## config.mk

```make
export PLATFORM = sky130hd
export DESIGN_NAME = mem_fifo_ctrl
export DESIGN_NICKNAME = d
export VERILOG_FILES = /design/src/rtl/mem_fifo_ctrl_pkg.sv /design/src/rtl/mem_fifo_ctrl.sv
export SDC_FILE = /design/constraint.sdc
export NUM_CORES = 1
export LEC_CHECK = 0
export CAP_MARGIN = 20
export CORE_AREA = 3 3 122 124
export CTS_CLUSTER_DIAMETER = 60
export DETAILED_ROUTE_END_ITERATION = 8
export DIE_AREA = 0 0 125 127
export GPL_TIMING_DRIVEN = 0
export PLACE_DENSITY = 0.72
export SYNTH_ARGS = -nofsm -noshare
export SYNTH_HDL_FRONTEND = slang
export SYNTH_SLANG_ARGS = --single-unit
```

## constraint.sdc

```tcl
create_clock -name clk -period 7.83 [get_ports clk]
set_clock_uncertainty 0.2 [all_clocks]
set_input_delay 1.566 -clock clk [delete_from_list [all_inputs] [get_ports clk]]
set_output_delay 1.566 -clock clk [all_outputs]
set_load 0.05 [all_outputs]
```

## src/rtl/mem_fifo_ctrl_pkg.sv

```systemverilog
// mem_fifo_pkg: shared types and default widths for the memory-backed
// sample FIFO controller (mem_fifo_ctrl).
package mem_fifo_pkg;

  // Access sequencer states. A write takes one memory cycle and a read
  // takes two (address phase, then data phase).
  typedef enum logic [1:0] {
    IDLE      = 2'd0,
    WRITE     = 2'd1,
    READ_ADDR = 2'd2,
    READ_DATA = 2'd3
  } state_t;

  // Default geometry of the external 8M x 16 sample memory.
  localparam int DEF_ADDR_WIDTH = 23;
  localparam int DEF_DATA_WIDTH = 16;

endpackage : mem_fifo_pkg

```

## src/rtl/mem_fifo_ctrl.sv

```systemverilog
// mem_fifo_ctrl: uses a single-port synchronous-read memory as a circular
// sample FIFO between a valid/ready write stream and a valid/ready read
// stream. Reads have priority over writes. Memory control outputs are decoded
// from registered state only, so stream inputs never reach mem_* directly.
//
// Optional build macro MEM_FIFO_LEVEL_EN adds the 'level' (current word count)
// and sticky 'overflow' outputs; without it those ports and their logic are
// absent.
module mem_fifo_ctrl
  import mem_fifo_pkg::*;
#(
  parameter int                    ADDR_WIDTH = DEF_ADDR_WIDTH,
  parameter int                    DATA_WIDTH = DEF_DATA_WIDTH,
  parameter int                    DEPTH_LOG2 = 23,
  parameter logic [ADDR_WIDTH-1:0] BASE_ADDR  = '0
) (
  input  logic                  clk,
  input  logic                  reset,
  input  logic                  flush,
  input  logic                  in_valid,
  output logic                  in_ready,
  input  logic [DATA_WIDTH-1:0] in_data,
  output logic                  out_valid,
  input  logic                  out_ready,
  output logic [DATA_WIDTH-1:0] out_data,
  output logic                  mem_we,
  output logic                  mem_oe,
  output logic [ADDR_WIDTH-1:0] mem_addr,
  output logic [DATA_WIDTH-1:0] mem_din,
  input  logic [DATA_WIDTH-1:0] mem_dout
`ifdef MEM_FIFO_LEVEL_EN
  ,
  output logic [DEPTH_LOG2:0]   level,
  output logic                  overflow
`endif
);

  // Count value meaning every slot of the ring is occupied.
  localparam logic [DEPTH_LOG2:0] FULL_COUNT = {1'b1, {DEPTH_LOG2{1'b0}}};

  state_t                  r_state;
  state_t                  w_state_nxt;
  logic [DEPTH_LOG2-1:0]   r_wr_ptr;
  logic [DEPTH_LOG2-1:0]   r_rd_ptr;
  logic [DEPTH_LOG2:0]     r_count;
  logic [DATA_WIDTH-1:0]   r_wdata;
  logic                    r_out_valid;
  logic [DATA_WIDTH-1:0]   r_out_data;

  logic                    w_full;
  logic                    w_empty;
  logic                    w_out_free;
  logic                    w_rd_need;
  logic                    w_in_ready;
  logic                    w_accept;
  logic [ADDR_WIDTH-1:0]   w_wr_addr;
  logic [ADDR_WIDTH-1:0]   w_rd_addr;

  assign w_full  = (r_count == FULL_COUNT);
  assign w_empty = (r_count == '0);

  // The output holding register is free when it is empty or being drained
  // at this edge; a stored word then needs to be fetched into it.
  assign w_out_free = !r_out_valid || out_ready;
  assign w_rd_need  = w_out_free && !w_empty;

  // Writes are only taken from IDLE and yield to any pending read.
  assign w_in_ready = (r_state == IDLE) && !w_full && !w_rd_need && !flush && !reset;
  assign w_accept   = in_valid && w_in_ready;

  assign in_ready  = w_in_ready;
  assign out_valid = r_out_valid;
  assign out_data  = r_out_data;

  // Ring pointers mapped into the FIFO region of the memory; the sum wraps
  // at the memory address width.
  assign w_wr_addr = BASE_ADDR + ADDR_WIDTH'(r_wr_ptr);
  assign w_rd_addr = BASE_ADDR + ADDR_WIDTH'(r_rd_ptr);

  // State register.
  always_ff @(posedge clk or posedge reset) begin
    if (reset) begin
      r_state <= IDLE;
    end else begin
      r_state <= w_state_nxt;
    end
  end

  // Next-state decode; flush forces IDLE from any state.
  always_comb begin
    w_state_nxt = r_state;
    if (flush) begin
      w_state_nxt = IDLE;
    end else begin
      case (r_state)
        IDLE: begin
          if (w_rd_need) begin
            w_state_nxt = READ_ADDR;
          end else if (w_accept) begin
            w_state_nxt = WRITE;
          end
        end
        WRITE:     w_state_nxt = IDLE;
        READ_ADDR: w_state_nxt = READ_DATA;
        READ_DATA: w_state_nxt = IDLE;
        default:   w_state_nxt = IDLE;
      endcase
    end
  end

  // Memory interface decode from state and pointer registers only.
  always_comb begin
    mem_we   = 1'b0;
    mem_oe   = 1'b0;
    mem_addr = '0;
    mem_din  = '0;
    case (r_state)
      WRITE: begin
        mem_we   = 1'b1;
        mem_addr = w_wr_addr;
        mem_din  = r_wdata;
      end
      READ_ADDR, READ_DATA: begin
        mem_oe   = 1'b1;
        mem_addr = w_rd_addr;
      end
      default: begin
        mem_we   = 1'b0;
        mem_oe   = 1'b0;
      end
    endcase
  end

  // Ring pointers and occupancy: count only rises in WRITE and only falls in
  // READ_DATA, so the two never collide. A write in flight at a flush still
  // pulses mem_we but its slot is forgotten here.
  always_ff @(posedge clk or posedge reset) begin
    if (reset) begin
      r_wr_ptr <= '0;
      r_rd_ptr <= '0;
      r_count  <= '0;
    end else if (flush) begin
      r_wr_ptr <= '0;
      r_rd_ptr <= '0;
      r_count  <= '0;
    end else begin
      if (r_state == WRITE) begin
        r_wr_ptr <= r_wr_ptr + 1'b1;
        r_count  <= r_count + 1'b1;
      end else if (r_state == READ_DATA) begin
        r_rd_ptr <= r_rd_ptr + 1'b1;
        r_count  <= r_count - 1'b1;
      end
    end
  end

  // Capture the accepted stream word so it can be presented during WRITE.
  always_ff @(posedge clk or posedge reset) begin
    if (reset) begin
      r_wdata <= '0;
    end else if (w_accept) begin
      r_wdata <= in_data;
    end
  end

  // Output holding register: loaded at the end of the read data phase,
  // emptied on a handshake, otherwise held stable.
  always_ff @(posedge clk or posedge reset) begin
    if (reset) begin
      r_out_valid <= 1'b0;
      r_out_data  <= '0;
    end else if (flush) begin
      r_out_valid <= 1'b0;
    end else if (r_state == READ_DATA) begin
      r_out_valid <= 1'b1;
      r_out_data  <= mem_dout;
    end else if (r_out_valid && out_ready) begin
      r_out_valid <= 1'b0;
    end
  end

`ifdef MEM_FIFO_LEVEL_EN
  logic r_overflow;

  assign level    = r_count;
  assign overflow = r_overflow;

  // Sticky record of a write offered while no space was available.
  always_ff @(posedge clk or posedge reset) begin
    if (reset) begin
      r_overflow <= 1'b0;
    end else if (flush) begin
      r_overflow <= 1'b0;
    end else if (in_valid && w_full) begin
      r_overflow <= 1'b1;
    end
  end
`endif

endmodule : mem_fifo_ctrl

```

# After elaboration in Yosys (flattened, before gate mapping)
# Cells that the tools add are included.
# Widths: inputs -> output; s select.
[word_totals]
register_bits = 105
input_bits = 37
out_inout_bits = 59
word_cells = 61
[classes]
n_addsub = 4
n_eq_ne = 6
muxes = 19
bitwise = 1
n_reduce_logical = 24
[ops]
columns = ["cell", "n"]
rows = [
  ["$mux 23", 5],
  ["$mux 24", 3],
  ["$add 23x1->23 const B", 2],
  ["$pmux 23 s2", 1],
  ["$add 24x1->24 const B", 1],
  ["$eq 24x24->1 const B", 1],
  ["$logic_not 24->1", 1],
  ["$sub 24x1->24 const B", 1],
  ["$mux 16", 1],
  ["$logic_and 1x1->1", 7],
  ["$logic_not 1->1", 6],
  ["$mux 2", 3],
  ["$pmux 2 s3", 1],
  ["$reduce_bool 3->1", 2],
  ["$mux 1", 5],
  ["$eq 2x2->1 const B", 2],
  ["$ne 4x4->1 const B", 1],
  ["$reduce_and 2->1", 2],
  ["$reduce_bool 2->1", 2],
  ["$reduce_or 2->1", 2],
  ["$eq 2x1->1 const B", 1],
  ["$logic_not 2->1", 1],
  ["$ne 2x2->1 const B", 1],
  ["$logic_or 1x1->1", 1],
  ["$not 1->1", 1],
]

# Depth between registers and ports, before layout
[logic_depth]
ltp_word = 12
ltp_mapped = 11
ltp_nobuf = 10

# Worst setup path before layout
# OpenSTA, ideal clock, no wires.
[synth_timing]
path_kind = "input-to-output"
startpoint = "input out_ready"
endpoint = "output in_ready"
arrival_time_ns = 2.770
required_time_ns = 6.064
slack_ns = 3.294
stages = 3
path_buffers = 0
cell_sequence = "nand2b_1 o21bai_1 a2111oi_4"
[synth_between]
elab_chain_len = 6
[synth_lines]
columns = ["item", "line_no", "text"]
rows = [
  ["start: declaration", "mem_fifo_ctrl.sv:24", "input logic out_ready,"],
  ["$logic_or 1x1->1", "mem_fifo_ctrl.sv:64", "assign w_out_free = !r_out_valid || out_ready;"],
  ["$logic_and 1x1->1", "mem_fifo_ctrl.sv:65", "assign w_rd_need = w_out_free && !w_empty;"],
  ["$logic_not 1->1", "mem_fifo_ctrl.sv:68", "assign w_in_ready = (r_state == IDLE) && !w_full && !w_rd_need && !flush && !reset;"],
  ["$logic_and 1x1->1 (3 in a row)", "mem_fifo_ctrl.sv:68", ""],
  ["end: declaration", "mem_fifo_ctrl.sv:21", "output logic in_ready,"],
]
# Every way passes these cells.

# Final worst setup path
# Ends and elaborated chain as after synthesis.

==> impl_results.rst <==
.. list-table::
   :header-rows: 1

   * - Metric
     - Value
   * - Ranking of synthesized cells by instance count
     - 105 x dfrtp_1, 86 x nand2_1, 71 x nor2_1
   * - Number of global-route vias before repair
     - 5402
   * - Average size of a mapped cell
     - 9.21 µm²
   * - First-pass GRT wire length
     - 27200 µm
   * - Max-slew violations
     - 0
   * - Main area contributors after synthesis
     - dfrtp_1 42%, nand2_1 5.2%, ha_1 4.8%, nor2_1 4.3%, xor2_1 4.2%
   * - Layout Nets
     - 846
   * - Share of flip-flops with an asynchronous set or reset after synthesis
     - 100%
   * - Top Ports
     - 96
   * - Max Freq
     - 183 MHz
   * - H-tree levels
     - 3
   * - CTS sink count
     - 105
   * - Critical path arrival
     - 3.69 ns
   * - Post-synthesis net count
     - 739
   * - Predominant post-synthesis flop cell
     - dfrtp_1
   * - Setup repair after global routing missed its margin
     - false
   * - Count of flip-flops with a built-in enable after synthesis
     - 0
   * - Detail-routed via count per cell
     - 5.63
   * - Peak supply drop
     - 183 µV
   * - Outcome
     - completed
   * - Sequential fraction of the synthesis area
     - 42.1%
   * - Max FO, Critical Path
     - 3
   * - Period minus WS final
     - 5.46 ns
   * - Final number of hold-violating endpoints
     - 0
   * - Required @ worst endpoint
     - 6.06 ns
   * - Pin count of the biggest net entering global routing
     - 55
   * - Final core utilization
     - 55.8%
   * - Worst relative slew slack
     - 37.4%
   * - Part of the cycle the worst path needs
     - 69.7%
   * - Depth of the worst register-to-register path
     - 11
   * - Instance count of the mapped netlist
     - 677
   * - Leakage dissipation
     - 3.29 nW
   * - Kind of end point of the critical path
     - primary output
   * - DRC
     - 0
   * - Routed length per placed instance
     - 16.9 µm
   * - Mapped cell area
     - 0.00624 mm²
   * - Initial standard-cell utilization of the core
     - 44.9%
   * - Classification of the worst setup path
     - input pin to primary output
   * - Number of optimization iterations in the first detailed-route pass
     - 5
   * - Global-route total usage across every layer
     - 20.7%
   * - Synth warn
     - 0
   * - Post-CTS Setup Repair Bufs
     - 0
   * - Cell taking the most area after synthesis
     - dfrtp_1
   * - Setup crit start kind
     - input pin
   * - Root buffer cell
     - clkbuf_16
   * - Die span in y
     - 127 µm
   * - Number of buffers on the longest clock path
     - 2
   * - Max Cap Violations
     - 0
   * - Slew of the pin with the lowest slew margin
     - 0.935 ns
   * - Antenna violations before repair
     - 0
   * - PwrDens
     - 366 mW/mm²
   * - Clock Latency Late Sink
     - 0.35 ns
   * - Fillers
     - 1217
   * - Floorplan Core Area
     - 0.0139 mm²
   * - Number of nets with antenna violations after routing
     - 0
   * - Starting DRC count in detailed routing
     - 471
   * - Clock-pin slew of the registers on the worst-case setup and hold paths
     - 0.07 ns
   * - Count of final setup violators
     - 0
   * - Last weighted congestion value of the routability-driven placer
     - 0.890
   * - Post-route design area
     - 0.00775 mm²
   * - Library cell with the highest instance count after synthesis
     - dfrtp_1
   * - Floorplan die area
     - 0.0159 mm²
   * - Share of cells above drive strength 1
     - 8.24%
   * - Yosys top cell area share
     - 42.1%
   * - Antenna cells
     - 0
   * - Count of unique library cells instantiated by Yosys
     - 66
   * - Layout overhead on the synthesized area
     - 24.2%
   * - Worst hold path cell count
     - 1
   * - Path type of the worst min-delay path
     - flip-flop to flip-flop
   * - Total negative slack for setup checks
     - 0 ns
   * - # hold bufs at CTS
     - 0
   * - HPWL after detailed placement
     - 12000 µm
   * - Final global-route overflow total
     - 0
   * - TritonCTS clock tree
     - built
   * - Die W
     - 125 µm
   * - Number of instances resized during post-cts repair
     - 0
   * - Rows
     - 43
   * - Final wirelength
     - 16400 µm
   * - I/O Buffers
     - 95
   * - Synthesized flop and latch total
     - 105
   * - Number of clock buffers inserted by TritonCTS
     - 9
   * - Via Count
     - 5453
   * - Cell Area, Placed
     - 0.00744 mm²
layout by cell type, fill, tap and decap left out, types with 6 or more instances in the layout:
| cell | count |
|---|---|
| a21o_1 | 8 |
| clkdlybuf4s50_1 | 95 |
| nor2_1 | 71 |
| nor3_1 | 7 |
| mux2_2 | 23 |
| and2_1 | 18 |
| mux2_4 | 9 |
| mux2i_1 | 6 |
| nand2_1 | 86 |
| xor2_1 | 30 |
| nand3_1 | 25 |
| clkbuf_1 | 27 |
| o21ai_0 | 46 |
| xnor2_1 | 15 |
| and3_1 | 9 |
| clkbuf_16 | 9 |
| nand4_1 | 15 |
| nor4_1 | 6 |
| inv_1 | 11 |
| dfrtp_1 | 105 |
| a21oi_1 | 33 |
| ha_1 | 24 |
| a211oi_1 | 6 |
| or3_1 | 15 |
final cells by class:
class	count	area [µm²]	share of cell area [%]
timing repair buffer	96	978	12.6
clock buffer	10	239	3.08
inverter	13	51.3	0.662
buffer	34	136	1.76
clock inverter	6	65.1	0.840
multi-input combinational	525	3430	44.2
tap	180	225	2.91
sequential	105	2630	33.9
path summary, 6_finish.rpt:
check / from / end / slack [ns]
max: out_ready / in_ready / 2.37
min: r_wdata[9] / r_wdata[9] / 0.30
max reg2reg: r_state[1] / r_count[16] / 3.66
min reg2reg: r_wdata[9] / r_wdata[9] / 0.30
max in group asynchronous: reset / r_wr_ptr[4] / 5.18
min in group asynchronous: reset / r_count[23] / 1.55
layer usage:
metal	global-route usage, %	share of wire [%]	routed length (µm)	up-vias
li1	-	-	-	2619
met1	28.2	46	7490	2689
met2	33.9	48	7920	130
met3	5.06	4.9	807	15
met4	4.40	0.93	152	0
met5	0	0	0	-
sequential cells by signal, summed over array words and instances, names as in the netlist:
signal     count
out_valid      1
r_wdata       16
out_data      16
r_count       24
r_rd_ptr      23
r_wr_ptr      23
r_state        2
logic make-up after synthesis:
family	after synthesis	synth area share, %
XOR/XNOR	45	6.32
multiplexers	38	7.28
flip-flops	105	42.1
adder cells (fa/ha/maj)	25	5.13
AO/OA/AOI/OAI	139	14.7
AND/OR/NAND/NOR	278	21.5
buffers and inverters	47	2.97
worst max-delay path, cell delays in order:
cell and delay [ns]:
clkdlybuf4s50_1 0.38, nand2b_1 0.18, o21bai_1 0.20, a2111oi_4 0.47
clkdlybuf4s50_1 0.89
report_power, final:
part / total (mW) / internal (mW) / switching [mW]
clock: 0.466 / 0.257 / 0.209
combinational: 1.62 / 0.634 / 0.988
sequential: 0.747 / 0.661 / 0.0859
total: 2.84 / 1.55 / 1.28
metrics by stage:
| stage | hold WS [ns] | setup WS (ns) | power [mW] | cells |
|---|---|---|---|---|
| finish | 0.300 | 2.37 | 2.84 | 969 |
| global route | 0.324 | 2.31 | 3.03 | 969 |
| CTS | 0.302 | 2.36 | 2.83 | 969 |
| detailed placement | 0.285 | 2.37 | 2.36 | 953 |
| global placement | 0.282 | 1.68 | 2.31 | 952 |
| floorplan | 0.270 | 3.29 | 1.94 | 677 |
No activity file was read; power rests on OpenSTA's default activity.
